## src/rtl/mul_iter_32_pkg.sv

```systemverilog
// Shared definitions for the iterative 32x32 multiplier.
//   WIDTH        operand width (the datapath is written for 32 only)
//   CNT_W        iteration counter width, 2**CNT_W == WIDTH
//   MUL_LATENCY  clocks from the start edge to the cycle done is high
//   state_t      controller state encoding
//   magnitude()  absolute value of an operand, honouring signedness
package mul_iter_32_pkg;

  localparam int WIDTH       = 32;
  localparam int CNT_W       = 5;
  localparam int MUL_LATENCY = 33;

  typedef enum logic [1:0] {
    IDLE = 2'd0,
    RUN  = 2'd1,
    FIN  = 2'd2,
    DONE = 2'd3
  } state_t;

  // 0x80000000 maps to itself, which read as unsigned is exactly 2^31.
  function automatic logic [WIDTH-1:0] magnitude(input logic [WIDTH-1:0] x,
                                                 input logic             is_signed);
    return (is_signed && x[WIDTH-1]) ? (~x + WIDTH'(1)) : x;
  endfunction

endpackage

```

## src/rtl/mul_iter_32_if.sv

```systemverilog
// Execute-stage <-> multiplier handshake.
//   start      one-cycle request, sampled with is_signed/op_a/op_b
//   is_signed  1 = MULT (two's complement), 0 = MULTU
//   op_a/op_b  multiplicand / multiplier
//   busy       high while an operation is in flight (stall request)
//   done       one-cycle pulse, result valid from here until the next done
//   result_hi  product[63:32] (to HI), result_lo product[31:0] (to LO)
interface mul_iter_32_if;
  import mul_iter_32_pkg::*;

  logic             start;
  logic             is_signed;
  logic [WIDTH-1:0] op_a;
  logic [WIDTH-1:0] op_b;
  logic             busy;
  logic             done;
  logic [WIDTH-1:0] result_hi;
  logic [WIDTH-1:0] result_lo;

  modport master (
    output start, is_signed, op_a, op_b,
    input  busy, done, result_hi, result_lo
  );

  modport slave (
    input  start, is_signed, op_a, op_b,
    output busy, done, result_hi, result_lo
  );

endinterface

```

## src/rtl/mul_iter_32_add_32c.sv

```systemverilog
// 32-bit carry-lookahead adder with carry-out, made of eight 4-bit
// lookahead blocks. Each block resolves its internal carries from the
// block carry-in; the block group propagate/generate terms then produce
// the carry into the next block.
//   a, b  addends
//   cin   carry in
//   sum   a + b + cin, low 32 bits
//   cout  carry out of bit 31
module mul_iter_32_add_32c
  import mul_iter_32_pkg::*;
(
  input  logic [WIDTH-1:0] a,
  input  logic [WIDTH-1:0] b,
  input  logic             cin,
  output logic [WIDTH-1:0] sum,
  output logic             cout
);

  localparam int NBLK = WIDTH / 4;

  logic [WIDTH-1:0] p;
  logic [WIDTH-1:0] g;
  logic [WIDTH-1:0] c;
  logic [NBLK-1:0]  pg;
  logic [NBLK-1:0]  gg;
  logic [NBLK:0]    bc;

  assign p = a ^ b;
  assign g = a & b;

  for (genvar i = 0; i < NBLK; i++) begin : g_blk
    localparam int B = 4 * i;

    assign c[B]   = bc[i];
    assign c[B+1] = g[B] | (p[B] & bc[i]);
    assign c[B+2] = g[B+1] | (p[B+1] & g[B]) | (p[B+1] & p[B] & bc[i]);
    assign c[B+3] = g[B+2] | (p[B+2] & g[B+1]) | (p[B+2] & p[B+1] & g[B])
                  | (p[B+2] & p[B+1] & p[B] & bc[i]);

    assign pg[i] = &p[B+3:B];
    assign gg[i] = g[B+3] | (p[B+3] & g[B+2]) | (p[B+3] & p[B+2] & g[B+1])
                 | (p[B+3] & p[B+2] & p[B+1] & g[B]);
  end

  // Block carries depend only on a, b and cin, never on block sums.
  always_comb begin
    bc[0] = cin;
    for (int i = 0; i < NBLK; i++) begin
      bc[i+1] = gg[i] | (pg[i] & bc[i]);
    end
  end

  assign sum  = p ^ c;
  assign cout = bc[NBLK];

endmodule

```

## src/rtl/mul_iter_32.sv

```systemverilog
// Iterative shift-and-add 32x32 -> 64 multiplier for MULT/MULTU.
// Operands are reduced to magnitudes at start, 32 add/shift steps run
// through the lookahead adder, and the sign is applied in the FIN cycle.
//   clk    rising-edge clock
//   rst_n  asynchronous active-low reset
//   bus    mul_iter_32_if.slave: start/is_signed/op_a/op_b in,
//          busy/done/result_hi/result_lo out
module mul_iter_32
  import mul_iter_32_pkg::*;
(
  input  logic         clk,
  input  logic         rst_n,
  mul_iter_32_if.slave bus
);

  localparam int PW = 2 * WIDTH;

  state_t state;
  state_t state_nxt;

  logic             load;
  logic             step;
  logic             fin;

  logic [WIDTH-1:0] mcand;
  logic [WIDTH-1:0] acc_hi;
  logic [WIDTH-1:0] acc_lo;
  logic [CNT_W-1:0] cnt;
  logic             neg;

  logic [WIDTH-1:0] res_hi;
  logic [WIDTH-1:0] res_lo;
  logic             done_q;

  logic [WIDTH-1:0] addend;
  logic [WIDTH-1:0] sum;
  logic             carry;
  logic [PW-1:0]    acc;
  logic [PW-1:0]    prod;

  // ---------------- controller ----------------
  // NOTE: state registers use non-blocking assignment so every flop samples
  // pre-edge values; blocking here would create order-dependent simulation.
  always_ff @(posedge clk or negedge rst_n) begin
    if (!rst_n) state <= IDLE;
    else        state <= state_nxt;
  end

  // NOTE: every output of this block is defaulted first, so no path leaves a
  // signal unassigned and no latch is inferred.
  always_comb begin
    state_nxt = state;
    load      = 1'b0;
    step      = 1'b0;
    fin       = 1'b0;
    case (state)
      IDLE: begin
        if (bus.start) begin
          load      = 1'b1;
          state_nxt = RUN;
        end
      end
      RUN: begin
        step = 1'b1;
        // The last step still executes on this edge.
        if (cnt == CNT_W'(WIDTH - 1)) state_nxt = FIN;
      end
      FIN: begin
        fin       = 1'b1;
        state_nxt = DONE;
      end
      DONE: begin
        // A start here is taken exactly as from IDLE.
        if (bus.start) begin
          load      = 1'b1;
          state_nxt = RUN;
        end else begin
          state_nxt = IDLE;
        end
      end
      default: state_nxt = IDLE;
    endcase
  end

  // ---------------- datapath ----------------
  // Add the multiplicand only when the multiplier bit now at acc_lo[0] is set.
  assign addend = acc_lo[0] ? mcand : '0;

  mul_iter_32_add_32c u_add_32c (
    .a    (acc_hi),
    .b    (addend),
    .cin  (1'b0),
    .sum  (sum),
    .cout (carry)
  );

  // NOTE: the whole datapath is reset, not just the control state, so an
  // operation aborted by reset leaves nothing behind for the next start.
  always_ff @(posedge clk or negedge rst_n) begin
    if (!rst_n) begin
      mcand  <= '0;
      acc_hi <= '0;
      acc_lo <= '0;
      cnt    <= '0;
      neg    <= 1'b0;
    end else if (load) begin
      mcand  <= magnitude(bus.op_a, bus.is_signed);
      acc_hi <= '0;
      acc_lo <= magnitude(bus.op_b, bus.is_signed);
      cnt    <= '0;
      neg    <= bus.is_signed & (bus.op_a[WIDTH-1] ^ bus.op_b[WIDTH-1]);
    end else if (step) begin
      // {carry, sum, acc_lo} shifted right by one; consumed multiplier bits
      // fall off the bottom while product bits enter from the top.
      acc_hi <= {carry, sum[WIDTH-1:1]};
      acc_lo <= {sum[0], acc_lo[WIDTH-1:1]};
      cnt    <= cnt + CNT_W'(1);
    end
  end

  assign acc  = {acc_hi, acc_lo};
  assign prod = neg ? (~acc + PW'(1)) : acc;

  // Results change only in FIN and hold through IDLE and later runs.
  always_ff @(posedge clk or negedge rst_n) begin
    if (!rst_n) begin
      res_hi <= '0;
      res_lo <= '0;
      done_q <= 1'b0;
    end else begin
      done_q <= fin;
      if (fin) begin
        res_hi <= prod[PW-1:WIDTH];
        res_lo <= prod[WIDTH-1:0];
      end
    end
  end

  assign bus.busy      = (state == RUN) || (state == FIN);
  assign bus.done      = done_q;
  assign bus.result_hi = res_hi;
  assign bus.result_lo = res_lo;

endmodule

```

## src/flat_wrapper.sv

```systemverilog
// flat-port wrapper written by rule: the top's interface ports become plain ports
module mul_iter_32_flat import mul_iter_32_pkg::*;
  (clk, rst_n, bus_start, bus_is_signed, bus_op_a, bus_op_b, bus_busy, bus_done, bus_result_hi, bus_result_lo);
  mul_iter_32_if bus_i ();
  input  logic clk;
  input  logic rst_n;
  input wire logic [$bits(bus_i.start)-1:0] bus_start;
  input wire logic [$bits(bus_i.is_signed)-1:0] bus_is_signed;
  input wire logic [$bits(bus_i.op_a)-1:0] bus_op_a;
  input wire logic [$bits(bus_i.op_b)-1:0] bus_op_b;
  output wire logic [$bits(bus_i.busy)-1:0] bus_busy;
  output wire logic [$bits(bus_i.done)-1:0] bus_done;
  output wire logic [$bits(bus_i.result_hi)-1:0] bus_result_hi;
  output wire logic [$bits(bus_i.result_lo)-1:0] bus_result_lo;
  assign bus_i.start = bus_start;
  assign bus_i.is_signed = bus_is_signed;
  assign bus_i.op_a = bus_op_a;
  assign bus_i.op_b = bus_op_b;
  assign bus_busy = bus_i.busy;
  assign bus_done = bus_i.done;
  assign bus_result_hi = bus_i.result_hi;
  assign bus_result_lo = bus_i.result_lo;
  mul_iter_32 u_core (.clk(clk), .rst_n(rst_n), .bus(bus_i));
endmodule
```

## config.mk

```make
export PLATFORM = sky130hd
export DESIGN_NAME = mul_iter_32_flat
export DESIGN_NICKNAME = d
export VERILOG_FILES = /design/src/rtl/mul_iter_32_pkg.sv /design/src/rtl/mul_iter_32_if.sv /design/src/rtl/mul_iter_32_add_32c.sv /design/src/rtl/mul_iter_32.sv /design/src/flat_wrapper.sv
export SDC_FILE = /design/constraint.sdc
export NUM_CORES = 1
export LEC_CHECK = 0
export CORE_MARGIN = 2
export CORE_UTILIZATION = 40
export DETAILED_ROUTE_END_ITERATION = 10
export GPL_ROUTABILITY_DRIVEN = 0
export PLACE_DENSITY = 0.69
export SLEW_MARGIN = 0
export SYNTH_ARGS = -nofsm -noshare
export SYNTH_HDL_FRONTEND = slang
export SYNTH_SLANG_ARGS = --single-unit
```

## constraint.sdc

```tcl
create_clock -name clk -period 5.7 [get_ports clk]
set_input_delay 0.57 -clock clk [delete_from_list [all_inputs] [get_ports clk]]
set_output_delay 0.57 -clock clk [all_outputs]
set_load 0.05 [all_outputs]
```

* Yosys cells after proc, flatten, opt, wreduce, memory -nomap -nowiden
Cells that the tools add are included.
** Storage, ports and cells
- Input port bits :: 68
- Bits in latches :: 0
- Memories :: 0
- Bits in registers :: 169
- Logic and storage cells :: 249
- Output and inout bits :: 66
- Bits in writable memories :: 0
- Bits in read-only memories :: 0
** Cells by class
- Shift-type cells :: 0
- Div/mod/pow operators :: 0
- Multiply operators :: 0
- Add/subtract/negate cells :: 4
- Reduce and logical (&&, ||, !) cells :: 14
- Equal/unequal tests :: 6
- Multiplexer cells :: 18
- Magnitude comparators :: 0
- Bitwise logic cells :: 198
** Operator list (number)
- $mux W32 :: 7
- $and A1 B1 Y1 :: 115
- $or A1 B1 Y1 :: 76
- $add A32 B1 Y32 const B :: 2
- $add A64 B1 Y64 const B :: 1
- $mux W64 :: 1
- $not A32 Y32 :: 2
- $not A64 Y64 :: 1
- $xor A32 B32 Y32 :: 2
- $and A32 B32 Y32 :: 1
- $reduce_and A4 Y1 :: 7
- $mux W5 :: 2
- $pmux W2 S4 :: 1
- $add A5 B1 Y5 const B :: 1
- $eq A5 B5 Y1 const B :: 1
- $mux W1 :: 5
- $eq A2 B2 Y1 const B :: 2
- $mux W2 :: 2
- $eq A2 B1 Y1 const B :: 1
- $logic_and A1 B1 Y1 :: 2
- $logic_not A2 Y1 :: 1
- $ne A2 B1 Y1 const B :: 1
- $ne A2 B2 Y1 const B :: 1
- $reduce_and A2 Y1 :: 1
- other kinds (4) :: 4

* Depth between registers and ports, before layout
Gate-level depths: netlist of the first run.
- Word-level depth :: 23
- Mapped depth :: 15
- Mapped depth without buffers :: 13

* Cells and area by module
From an unflattened synthesis of the first run, not the netlist that was laid out.
** Unflattened totals
- Cells, all modules :: 1220
- Area total of the unflattened synthesis :: 10913.0 um2
** By module, submodules not included
- mul_iter_32 :: seq. area each 4229.1 um2, cells each 1061, instances 1, area an instance 9582.9 um2
- mul_iter_32_add_32c :: seq. area each 0.0 um2, cells each 159, instances 1, area an instance 1330.0 um2

* Least setup slack after synthesis of the first run
No wires, ideal clock.
- Kind :: reg2reg
- Start point :: reg u_core.acc_lo[0]
- End point :: reg u_core.acc_hi[28]
- Library setup time :: 94 ps
- Stages on the path, launching flop included :: 14
- Path buffers :: 2
- Setup slack :: 2712 ps
- Clock period less this slack :: 2988 ps
- Data required time :: 5606 ps
- Arrival :: 2894 ps
- Path through :: dfrtp_1 clkbuf_1 clkbuf_1 and2_1 ha_1 a21o_1 a221oi_1 o21ai_0 a21o_1 o21ai_0 nand2_1 fa_1 xnor2_1 a211oi_1
** On the way
- Longest elaborated chain between the ends :: 23
- Elaborated cells on any way between the ends :: 82
- Classes of those cells :: 3 x mux; 73 x bitwise; 6 x reduce/logical
** RTL lines
- start, declared :: RTL line mul_iter_32.sv:27 : logic [WIDTH-1:0] acc_lo;
- start signal, assigned :: RTL line mul_iter_32.sv:109 : acc_lo <= magnitude(bus.op_b, bus.is_signed);
- start signal, assigned :: RTL line mul_iter_32.sv:116 : acc_lo <= {sum[0], acc_lo[WIDTH-1:1]};
- $mux W32 (*) :: RTL line mul_iter_32.sv:87 : assign addend = acc_lo[0] ? mcand : '0;
- $xor A32 B32 Y32 or $and A32 B32 Y32 (tied branches) :: RTL line mul_iter_32_add_32c.sv:28, mul_iter_32_add_32c.sv:29
- $and A1 B1 Y1, on equally long branches :: RTL line mul_iter_32_add_32c.sv:41, mul_iter_32_add_32c.sv:42
- $or A1 B1 Y1 (tied with other cells) :: RTL line mul_iter_32_add_32c.sv:41 : assign gg[i] = g[B+3] | (p[B+3] & g[B+2]) | (p[B+3] & p[B+2] & g[B+1])
- $or A1 B1 Y1 or $and A1 B1 Y1 (tied branches) :: RTL line mul_iter_32_add_32c.sv:41, mul_iter_32_add_32c.sv:42
- $or A1 B1 Y1 :: RTL line mul_iter_32_add_32c.sv:42 : | (p[B+3] & p[B+2] & p[B+1] & g[B]);
- $and A1 B1 Y1 :: RTL line mul_iter_32_add_32c.sv:49 : bc[i+1] = gg[i] | (pg[i] & bc[i]);
- $or A1 B1 Y1 :: RTL line mul_iter_32_add_32c.sv:49
- (+7 left out)
- $or A1 B1 Y1 :: RTL line mul_iter_32_add_32c.sv:49
- $and A1 B1 Y1 :: RTL line mul_iter_32_add_32c.sv:49
- $or A1 B1 Y1 :: RTL line mul_iter_32_add_32c.sv:49
- $and A1 B1 Y1 :: RTL line mul_iter_32_add_32c.sv:35 : assign c[B+1] = g[B] | (p[B] & bc[i]);
- $or A1 B1 Y1 :: RTL line mul_iter_32_add_32c.sv:35
- $xor A32 B32 Y32 (*) :: RTL line mul_iter_32_add_32c.sv:53 : assign sum = p ^ c;
- $mux W32 (*) :: RTL line mul_iter_32.sv:112 : end else if (step) begin
- $mux W32 (*) :: RTL line mul_iter_32.sv:106 : end else if (load) begin
- end signal, assigned :: RTL line mul_iter_32.sv:115 : acc_hi <= {carry, sum[WIDTH-1:1]};
- end, declared :: RTL line mul_iter_32.sv:26 : logic [WIDTH-1:0] acc_hi;
Every way passes the cells marked *; elsewhere a longest branch is shown, timed or not. The select of a mux whose other input is x is not followed.
A chain may end at the register's enable or synchronous reset.

* Final worst setup path of the first run
- Start point :: reg u_core.acc_lo[0]
- End point :: reg u_core.acc_hi[14]
** On the way
- Longest elaborated chain between the ends :: 15
- Elaborated cells on any way between the ends :: 44
- Classes of those cells :: 3 x mux; 39 x bitwise; 2 x reduce/logical
** RTL lines
- $mux W32 (*) :: RTL line mul_iter_32.sv:87
- $xor A32 B32 Y32 or $and A32 B32 Y32 (tied branches) :: RTL line mul_iter_32_add_32c.sv:28, mul_iter_32_add_32c.sv:29
- $and A1 B1 Y1, on equally long branches :: RTL line mul_iter_32_add_32c.sv:41, mul_iter_32_add_32c.sv:42
- $or A1 B1 Y1 (tied with other cells) :: RTL line mul_iter_32_add_32c.sv:41
- $or A1 B1 Y1 or $and A1 B1 Y1 (tied branches) :: RTL line mul_iter_32_add_32c.sv:41, mul_iter_32_add_32c.sv:42
- $or A1 B1 Y1 :: RTL line mul_iter_32_add_32c.sv:42
- $and A1 B1 Y1 :: RTL line mul_iter_32_add_32c.sv:49
- $or A1 B1 Y1 :: RTL line mul_iter_32_add_32c.sv:49
- $and A1 B1 Y1 :: RTL line mul_iter_32_add_32c.sv:49
- $or A1 B1 Y1 :: RTL line mul_iter_32_add_32c.sv:49
- $and A1 B1 Y1 :: RTL line mul_iter_32_add_32c.sv:38 : | (p[B+2] & p[B+1] & p[B] & bc[i]);
- $or A1 B1 Y1 :: RTL line mul_iter_32_add_32c.sv:38
- $xor A32 B32 Y32 (*) :: RTL line mul_iter_32_add_32c.sv:53
- $mux W32 (*) :: RTL line mul_iter_32.sv:112
- $mux W32 (*) :: RTL line mul_iter_32.sv:106
Marks and branches as above.

==> results.py, run 1 <==
metrics = {
    "critical_path": {
        "crit_buf_inv": 2,
        "critPathTopFamily": "compound AO/OA/AOI/OAI gates",
        "slowest_stage": "dfrtp_1",
        "cpPeakStageDelay_ns": 0.95,
        "start_kind": "register",
        "crit_fanout": 37,
        "setup.worst_path.class": "register to register",
        "setup.worst_path.end_class": "register",
        "worst_ep_required_time_ns": 6.04,
        "crit_arrival_ns": 4.01,
        "crit_path_cell_trace": "nand2_1, inv_1, ha_1, a21oi_1, o22ai_1, a21o_1, a21oi_1, inv_1, a21o_1, a2111oi_0, nor3_1, nor3b_1",
    },
    "placed_design": {
        "portBuffers": 133,
        "dp_hpwl_mm": 19.6,
    },
    "logic_synthesis": {
        "synth_area_um2": 10700,
        "syn_avg_cell_area_um2": 8.97,
        "synth_nets": 1312,
        "async_flop_share": 1.00,
        "yosysWarnings": 0,
        "syn-instance-count": 1194,
        "yosysSeqAreaShare": 0.395,
        "synthMuxAreaShare": 0.0422,
        "synth.ff_latch_count": 169,
        "synth_compound_area_frac": 0.174,
        "synth_edf_count": 0,
        "yosys.area_share.adder": 0.0640,
        "synthFlopType": "dfrtp_1",
        "synth_xor_area_frac": 0.114,
        "synth_cell_type_count": 62,
        "synth_simple_gate_area_frac": 0.180,
        "synth_top_family_by_area": "simple AND/OR/NAND/NOR gates",
    },
    "clock_network": {
        "clk_path_buf_depth": 2,
        "htreeDepth": 4,
        "post_cts_buffers": 0,
        "holdBufCountCts": 0,
        "cts.sinks": 169,
        "root_buffer": "clkbuf_16",
        "clk_latency_ns": 0.43,
        "cts_resized": 0,
        "cts_tree": "yes",
        "numCtsBuffers": 17,
        "clk_pin_slew_worst_paths_ns": 0.07,
    },
    "outcome": {
        "outcome": "complete, no violations",
    },
    "drt": {
        "drt-total-wl_mm": 26.6,
        "wl_per_cell_um": 16.2,
        "avgViaCountPerCell": 5.34,
        "first_pass_iters": 5,
        "drtAntennaViolNets": 0,
        "drc": 0,
        "drt-initial-drc-count": 552,
        "vias": 8746,
    },
    "job": {
        "drv_cap": 0,
    },
    "grt": {
        "grt_usage": 0.193,
        "grt_max_degree": 129,
        "antenna_found_initial": 0,
        "grt_pass1_wl_mm": 44.1,
        "grt_pass1_vias": 8448,
        "use_met1": 0.287,
        "grt-ovfl-total": 0,
        "grt_use_met3": 0.0319,
        "met2_usage": 0.294,
        "grt-busiest-layer": "met2",
    },
    "cells_and_area": {
        "final_common_cell": "dfrtp_1",
        "nets": 1410,
        "drive_above_1_share": 0.0483,
        "antenna_cells": 0,
        "syn2layout_area_growth_pct": 21.0,
        "fill_cells": 2441,
        "final_cell_mix": "168 x dfrtp_1, 134 x nor2_1, 132 x clkdlybuf4s50_1, 116 x nand2_1",
    },
    "timing": {
        "worstMarginPinSlew_ns": 1.24,
        "timing.final.crit_period_ns": 3.67,
        "fin_worst_skew_ns": 0.00790,
        "rsz0062_at_grt": "no",
        "hold_violations": 0,
        "drv_slew": 0,
        "fmax_mhz": 272,
        "setup_tns_ns": 0,
        "setup_violations": 0,
        "slew_headroom": 0.172,
        "period_share": 0.644,
    },
    "power_and_ir_drop": {
        "vdd_ir_drop_max_uv": 291,
        "cellLeakagePower_nw": 5.48,
        "powerDensity_nw_per_um2": 630,
        "power_mw": 8.17,
    },
    "floorplan": {
        "dieWidth_um": 168,
        "dieArea_um2": 28100,
        "num_rows": 59,
        "core-area_um2": 26200,
        "die_h_um": 168,
        "top_level_ports": 134,
        "initial_core_util": 0.409,
    },
    "worst_hold_path": {
        "hold_class": "input pin to async pin",
    },
}
## layer usage
| layer | vias up | share of wire | routed length [um] |
|---|---|---|---|
| met3 | 26 | 0.043 | 1140 |
| met4 | 0 | 0.013 | 355 |
| met1 | 4141 | 0.51 | 13600 |
| li1 | 4394 | - | - |
| met5 | - | 0 | 0 |
| met2 | 185 | 0.43 | 11500 |
## registers in the layout (all words and copies together), names as in the netlist, 2 cells and up
signal and flops:
u_core.acc_hi 32, u_core.bus.result_lo 32, u_core.acc_lo 32, u_core.bus.result_hi 32, u_core.state 2, u_core.cnt 5
u_core.mcand 32
## kinds of logic (layout without fill, tap and decap cells)
logic type,after synthesis,count (layout)
simple gates,394,394
flops,169,169
buf+inv,84,194
xor+xnor,140,140
mux,45,45
fa+ha+maj,50,50
compound gates,312,312
## layout make-up
cell class / instances / area [um^2] / share of cell area
Inverter: 24 / 90.1 / 0.00695
Clock buffer: 21 / 460 / 0.0355
Clock inverter: 10 / 191 / 0.0148
Timing Repair Buffer: 139 / 1380 / 0.106
Tap cell: 335 / 419 / 0.0323
Multi-Input combinational cell: 941 / 6200 / 0.478
Sequential cell: 169 / 4230 / 0.326
## stage by stage
stage | instances | hold slack (ns) | cell area (um^2) | utilization | worst slack [ns]
floorplan | 1194 | 0.274 | 10700 | - | 2.71
CTS | 1639 | 0.130 | 13000 | 0.495 | 2.03
finish | 1639 | 0.112 | 13000 | 0.495 | 2.03
detailed placement | 1608 | 0.464 | 12300 | 0.470 | 2.10
global placement | 1608 | 0.453 | 12300 | 0.470 | 2.24
global route | 1639 | 0.151 | 13000 | 0.495 | 1.65
## power by group
part           total [mW]  switching, mW  internal, mW  leakage, nW
clock network        1.29          0.484         0.802        0.310
logic                4.39           2.71          1.69         3.14
registers            2.49          0.693          1.80         2.03
total                8.17           3.88          4.28         5.48
## worst paths after layout
kind                                       start  slack (ns)                end  depth (start not counted)
worst min-delay path                       rst_n        0.11    u_core.bus.done                          1
worst min register to register  u_core.mcand[24]        0.48   u_core.mcand[24]                          2
max in group asynchronous                  rst_n        4.38         u_core.neg                          2
worst max-delay path            u_core.acc_lo[0]        2.03  u_core.acc_hi[14]                         12
min in group clk                u_core.mcand[24]        0.48   u_core.mcand[24]                          2
worst max register to register  u_core.acc_lo[0]        2.03  u_core.acc_hi[14]                         12
## cell usage after synthesis, types with 3 or more instances
library cell / n / area, um^2
a2111oi_0: 4 / 35.0
a211oi_1: 15 / 113
a21o_1: 17 / 128
a21oi_1: 106 / 531
a31oi_1: 7 / 43.8
and2_1: 40 / 250
and3_1: 3 / 18.8
buf_1: 4 / 15.0
clkbuf_1: 55 / 206
dfrtp_1: 169 / 4230
fa_1: 8 / 160
ha_1: 42 / 526
inv_1: 24 / 90.1
mux2i_1: 44 / 440
nand2_1: 116 / 435
nand2b_1: 4 / 25.0
nand3_1: 9 / 45.0
nand3b_1: 4 / 30.0
nand4_1: 7 / 43.8
nand4b_1: 3 / 26.3
nor2_1: 135 / 507
nor2b_1: 8 / 50.1
nor3_1: 13 / 65.1
nor3b_1: 3 / 22.5
nor4_1: 10 / 62.6
nor4_4: 3 / 63.8
o21ai_0: 106 / 531
o21ai_1: 4 / 20.0
o31ai_1: 18 / 135
o31ai_2: 4 / 50.1
o41ai_1: 13 / 114
or2_2: 5 / 31.3
or3_1: 10 / 62.6
or4_1: 7 / 52.6
xnor2_1: 46 / 403
xor2_1: 94 / 823
(Power assumes the default switching activity.)
==> inputs of run 2 (changes only) <==
clock period = 3.8 ns   (was 5.7 ns; I/O delays follow)
==> results.py, run 2 (synthesis gave the netlist of run 1 again) <==
metrics = {
    "drt": {
        "avgViaCountPerCell": 5.27,
        "vias": 8668,
        "drc": 0,
        "drt-total-wl_mm": 26.4,
        "wl_per_cell_um": 16.0,
        "drtAntennaViolNets": 0,
        "drt-initial-drc-count": 683,
        "first_pass_iters": 5,
    },
    "cells_and_area": {
        "final_common_cell": "dfrtp_1",
        "final-instance-count-excl-fill": 1644,
        "drive_above_1_share": 0.0527,
        "final_cell_mix": "168 x dfrtp_1, 134 x nor2_1, 132 x clkdlybuf4s50_1, 116 x nand2_1",
        "syn2layout_area_growth_pct": 20.3,
        "nets": 1414,
        "antenna_cells": 0,
    },
    "timing": {
        "drv_slew": 0,
        "rsz0062_at_grt": "no",
        "hold_violations": 0,
        "setup_tns_ns": 0,
        "period_share": 0.898,
        "fmax_mhz": 293,
        "setup_violations": 0,
        "timing.final.crit_period_ns": 3.41,
        "slew_headroom": 0.302,
        "fin_ws_ns": 0.386,
        "worstMarginPinSlew_ns": 1.05,
        "fin_worst_skew_ns": 0.0121,
    },
    "worst_hold_path": {
        "hold_class": "input pin to async pin",
    },
    "power_and_ir_drop": {
        "power_mw": 12.0,
        "vdd_ir_drop_max_uv": 399,
        "powerDensity_nw_per_um2": 929,
        "cellLeakagePower_nw": 5.46,
    },
    "critical_path": {
        "crit_path_cell_trace": "nand2_1, inv_1, ha_1, a21oi_1, o22ai_1, a21o_1, a21oi_1, inv_1, a21o_1, a21o_1, fa_1, xnor2_1, a211oi_1",
        "cpMostUsedCell": "a21o_1",
        "setup.worst_path.class": "register to register",
        "setup.worst_path.end_class": "register",
        "slowest_stage": "dfrtp_1",
        "crit_arrival_ns": 3.75,
        "worst_ep_required_time_ns": 4.13,
        "crit_fanout": 27,
        "start_kind": "register",
        "cpPeakStageDelay_ns": 0.82,
    },
    "clock_network": {
        "clk_latency_ns": 0.43,
        "numCtsBuffers": 17,
        "holdBufCountCts": 0,
        "clk_pin_slew_worst_paths_ns": 0.07,
        "cts_resized": 0,
        "cts.sinks": 169,
        "htreeDepth": 4,
        "cts_tree": "yes",
        "clk_path_buf_depth": 2,
        "post_cts_buffers": 0,
        "root_buffer": "clkbuf_16",
    },
    "grt": {
        "grt_max_degree": 99,
        "grt-ovfl-total": 0,
        "antenna_found_initial": 0,
        "grt_pass1_vias": 8332,
        "grt_pass1_wl_mm": 43.8,
        "grt_usage": 0.192,
    },
    "placed_design": {
        "portBuffers": 133,
        "dp_slack_ns": 0.408,
        "dp_hpwl_mm": 19.8,
        "dp.cells": 1612,
    },
    "floorplan": {
        "top_level_ports": 134,
        "initial_core_util": 0.409,
        "num_rows": 59,
        "core-area_um2": 26200,
        "die_h_um": 168,
        "dieArea_um2": 28100,
        "dieWidth_um": 168,
    },
    "outcome": {
        "outcome": "complete, no violations",
    },
    "job": {
        "drv_cap": 0,
    },
}
run 2: cell type report:
cell class,instances,area [um^2]
clock buffers,20,457
clock inverters,12,92.6
fillers,2454,13300
inverters,24,90.1
multi-input cells,941,6200
flip-flops and latches,169,4230
well taps,335,419
repair buffers,143,1410
run 2: power breakdown:
group	leakage [nW]	internal (mW)	switching, mW
combinational	3.16	2.56	4.08
sequential	2.03	2.69	1.03
clock	0.265	0.879	0.743
run 2: metal layers:
layer / share of wire / vias to the layer above / GRT usage / wire length [um]
met2: 0.42 / 197 / 0.281 / 11200
met4: 0.013 / 0 / 0.0476 / 345
met3: 0.051 / 25 / 0.0350 / 1340
li1: - / 4398 / - / -
met1: 0.51 / 4048 / 0.294 / 13500
met5: 0 / - / 0 / 0
run 2: critical path, delay by kind of cell, from the launching register on:
family / cells / cell delay (ns)
compound gates: 7 / 1.35
xor+xnor: 1 / 0.14
fa+ha+maj: 2 / 0.59
buf+inv: 2 / 0.19
flops: 1 / 0.82
simple gates: 1 / 0.23
run 2: final timing paths:
path,start,endpoint,slack [ns],cells past startpoint
worst max-delay path,u_core.acc_lo[0],u_core.acc_hi[16],0.39,13
worst min-delay path,rst_n,u_core.bus.done,0.05,1
worst max register to register,u_core.acc_lo[0],u_core.acc_hi[16],0.39,13
worst min register to register,u_core.mcand[25],u_core.mcand[25],0.47,2
max in group asynchronous,rst_n,u_core.acc_hi[23],2.83,2
min in group clk,u_core.mcand[25],u_core.mcand[25],0.47,2
run 2: per-stage QoR:
step	area (um^2)	hold WS [ns]	util
6_report	12900	0.0450	0.492
5_1_grt	12900	0.132	0.492
4_1_cts	12900	0.103	0.492
3_5_place_dp	12300	0.464	0.471
3_3_place_gp	12300	0.452	0.471
2_1_floorplan	10700	0.0844	-
==> inputs of run 3 (changes only) <==
CORE_UTILIZATION = 57   (was 40)
PLACE_DENSITY = 0.9   (was 0.69)
==> results.py, run 3 (synthesis gave the netlist of run 1 again) <==
metrics = {
    "clock_network": {
        "clk_pin_slew_worst_paths_ns": 0.07,
        "cts.sinks": 169,
        "holdBufCountCts": 0,
        "cts_resized": 0,
        "root_buffer": "clkbuf_16",
        "htreeDepth": 4,
        "post_cts_buffers": 0,
        "clk_path_buf_depth": 2,
        "numCtsBuffers": 17,
        "clk_latency_ns": 0.44,
        "cts_tree": "yes",
    },
    "timing": {
        "fin_worst_skew_ns": 0.00936,
        "setup_tns_ns": 0,
        "rsz0062_at_grt": "no",
        "hold_violations": 0,
        "fmax_mhz": 288,
        "worstMarginPinSlew_ns": 1.07,
        "timing.final.crit_period_ns": 3.47,
        "drv_slew": 0,
        "slew_headroom": 0.289,
        "period_share": 0.913,
        "setup_violations": 0,
    },
    "drt": {
        "wl_per_cell_um": 17.3,
        "drt-total-wl_mm": 26.7,
        "drc": 0,
        "avgViaCountPerCell": 6.02,
        "first_pass_iters": 5,
        "drtAntennaViolNets": 0,
        "drt-initial-drc-count": 922,
        "vias": 9280,
    },
    "grt": {
        "grt_pass1_vias": 8871,
        "grt_pass1_wl_mm": 44.2,
        "grt_max_degree": 98,
        "grt-ovfl-total": 0,
        "grt_usage": 0.275,
        "antenna_found_initial": 0,
    },
    "critical_path": {
        "crit_end": "u_core.acc_hi[28]",
        "crit_fanout": 26,
        "setup.worst_path.class": "register to register",
        "setup.worst_path.end_class": "register",
        "timing.rr.start": "u_core.acc_lo[0]",
        "worst_ep_required_time_ns": 4.16,
        "crit_start": "u_core.acc_lo[0]",
        "crit_arrival_ns": 3.83,
        "start_kind": "register",
        "reg2regPathDepth": 11,
        "rrSetupSlack_ns": 0.33,
        "r2r_end": "u_core.acc_hi[28]",
    },
    "power_and_ir_drop": {
        "swShare": 0.482,
        "powerDensity_nw_per_um2": 966,
        "power_switching_mw": 6.00,
        "power_mw": 12.4,
        "cellLeakagePower_nw": 5.51,
        "vdd_ir_drop_max_uv": 428,
        "power.internal_mw": 6.45,
        "pwr-share-clk": 0.156,
        "seqPwrFrac": 0.301,
        "combPwrFrac": 0.543,
    },
    "worst_hold_path": {
        "hold_class": "input pin to async pin",
    },
    "cells_and_area": {
        "final_common_cell": "dfrtp_1",
        "final-instance-count-excl-fill": 1541,
        "syn2layout_area_growth_pct": 20.3,
        "final_cell_mix": "168 x dfrtp_1, 134 x nor2_1, 132 x clkdlybuf4s50_1, 116 x nand2_1",
        "nets": 1412,
        "fin_area_um2": 12900,
        "antenna_cells": 0,
        "postLayoutCoreUtil": 0.694,
        "drive_above_1_share": 0.0520,
    },
    "floorplan": {
        "initial_core_util": 0.577,
        "top_level_ports": 134,
        "dieArea_um2": 19900,
        "die_h_um": 141,
        "num_rows": 50,
        "core-area_um2": 18600,
        "dieWidth_um": 141,
    },
    "placed_design": {
        "portBuffers": 133,
        "dp.cells": 1509,
        "dp_hpwl_mm": 19.1,
        "place_area_um2": 12200,
    },
    "outcome": {
        "outcome": "complete, no violations",
    },
    "job": {
        "drv_cap": 0,
    },
}
==> run 3: power groups by stage <==
stage	clock network [mW]	logic [mW]	registers [mW]
after CTS	1.95	6.73	3.71
after floorplan	0	3.80	4.55
after detailed placement	0	6.65	3.72
after global routing	2.03	7.36	3.85
after global placement	0	6.41	3.66
final	1.95	6.76	3.74
==> run 3: worst min path at each step <==
stage	start	to	slack (ns)	cells past startpoint
after CTS	rst_n	u_core.bus.done	0.06	1
final	rst_n	u_core.bus.done	0.009	1
after global placement	u_core.mcand[31]	u_core.mcand[31]	0.45	2
after global routing	rst_n	u_core.bus.done	0.09	1
after detailed placement	u_core.mcand[25]	u_core.mcand[25]	0.46	2
after floorplan	rst_n	u_core.acc_hi[0]	0.08	0
==> run 3: metal layers <==
metal  part of all wire  vias to the layer above  GRT usage
met5                  0                        -          0
met1               0.45                     4423      0.393
met4              0.020                        0     0.0774
li1                   -                     4386          -
met2               0.45                      423      0.426
met3              0.077                       48     0.0567
==> run 3: area by class of cell <==
class / count / area (um^2)
fillers: 1294 / 5690
repair buffers: 141 / 1420
clock buffers: 17 / 425
flip-flops and latches: 169 / 4230
well taps: 234 / 293
clock inverters: 15 / 234
multi-input cells: 941 / 6200
inverters: 24 / 90.1
==> run 3: stage by stage <==
| stage | hold WS [ns] | setup WS (ns) |
|---|---|---|
| 2_1_floorplan | 0.0844 | 0.812 |
| 3_3_place_gp | 0.453 | 0.612 |
| 3_5_place_dp | 0.463 | 0.399 |
| 4_1_cts | 0.0628 | 0.385 |
| 5_1_grt | 0.0943 | 0.0328 |
| 6_report | 0.00861 | 0.329 |
==> run 3: critical path: stages (launching register included) <==
cell      delay [ns]
dfrtp_1         0.80
and2_1          0.24
ha_1            0.28
a21oi_1         0.19
o21ai_0         0.15
a32oi_1         0.33
a31oi_1         0.17
o21ai_0         0.30
nand2_1         0.18
fa_1            0.41
xnor2_1         0.13
a211oi_1        0.21
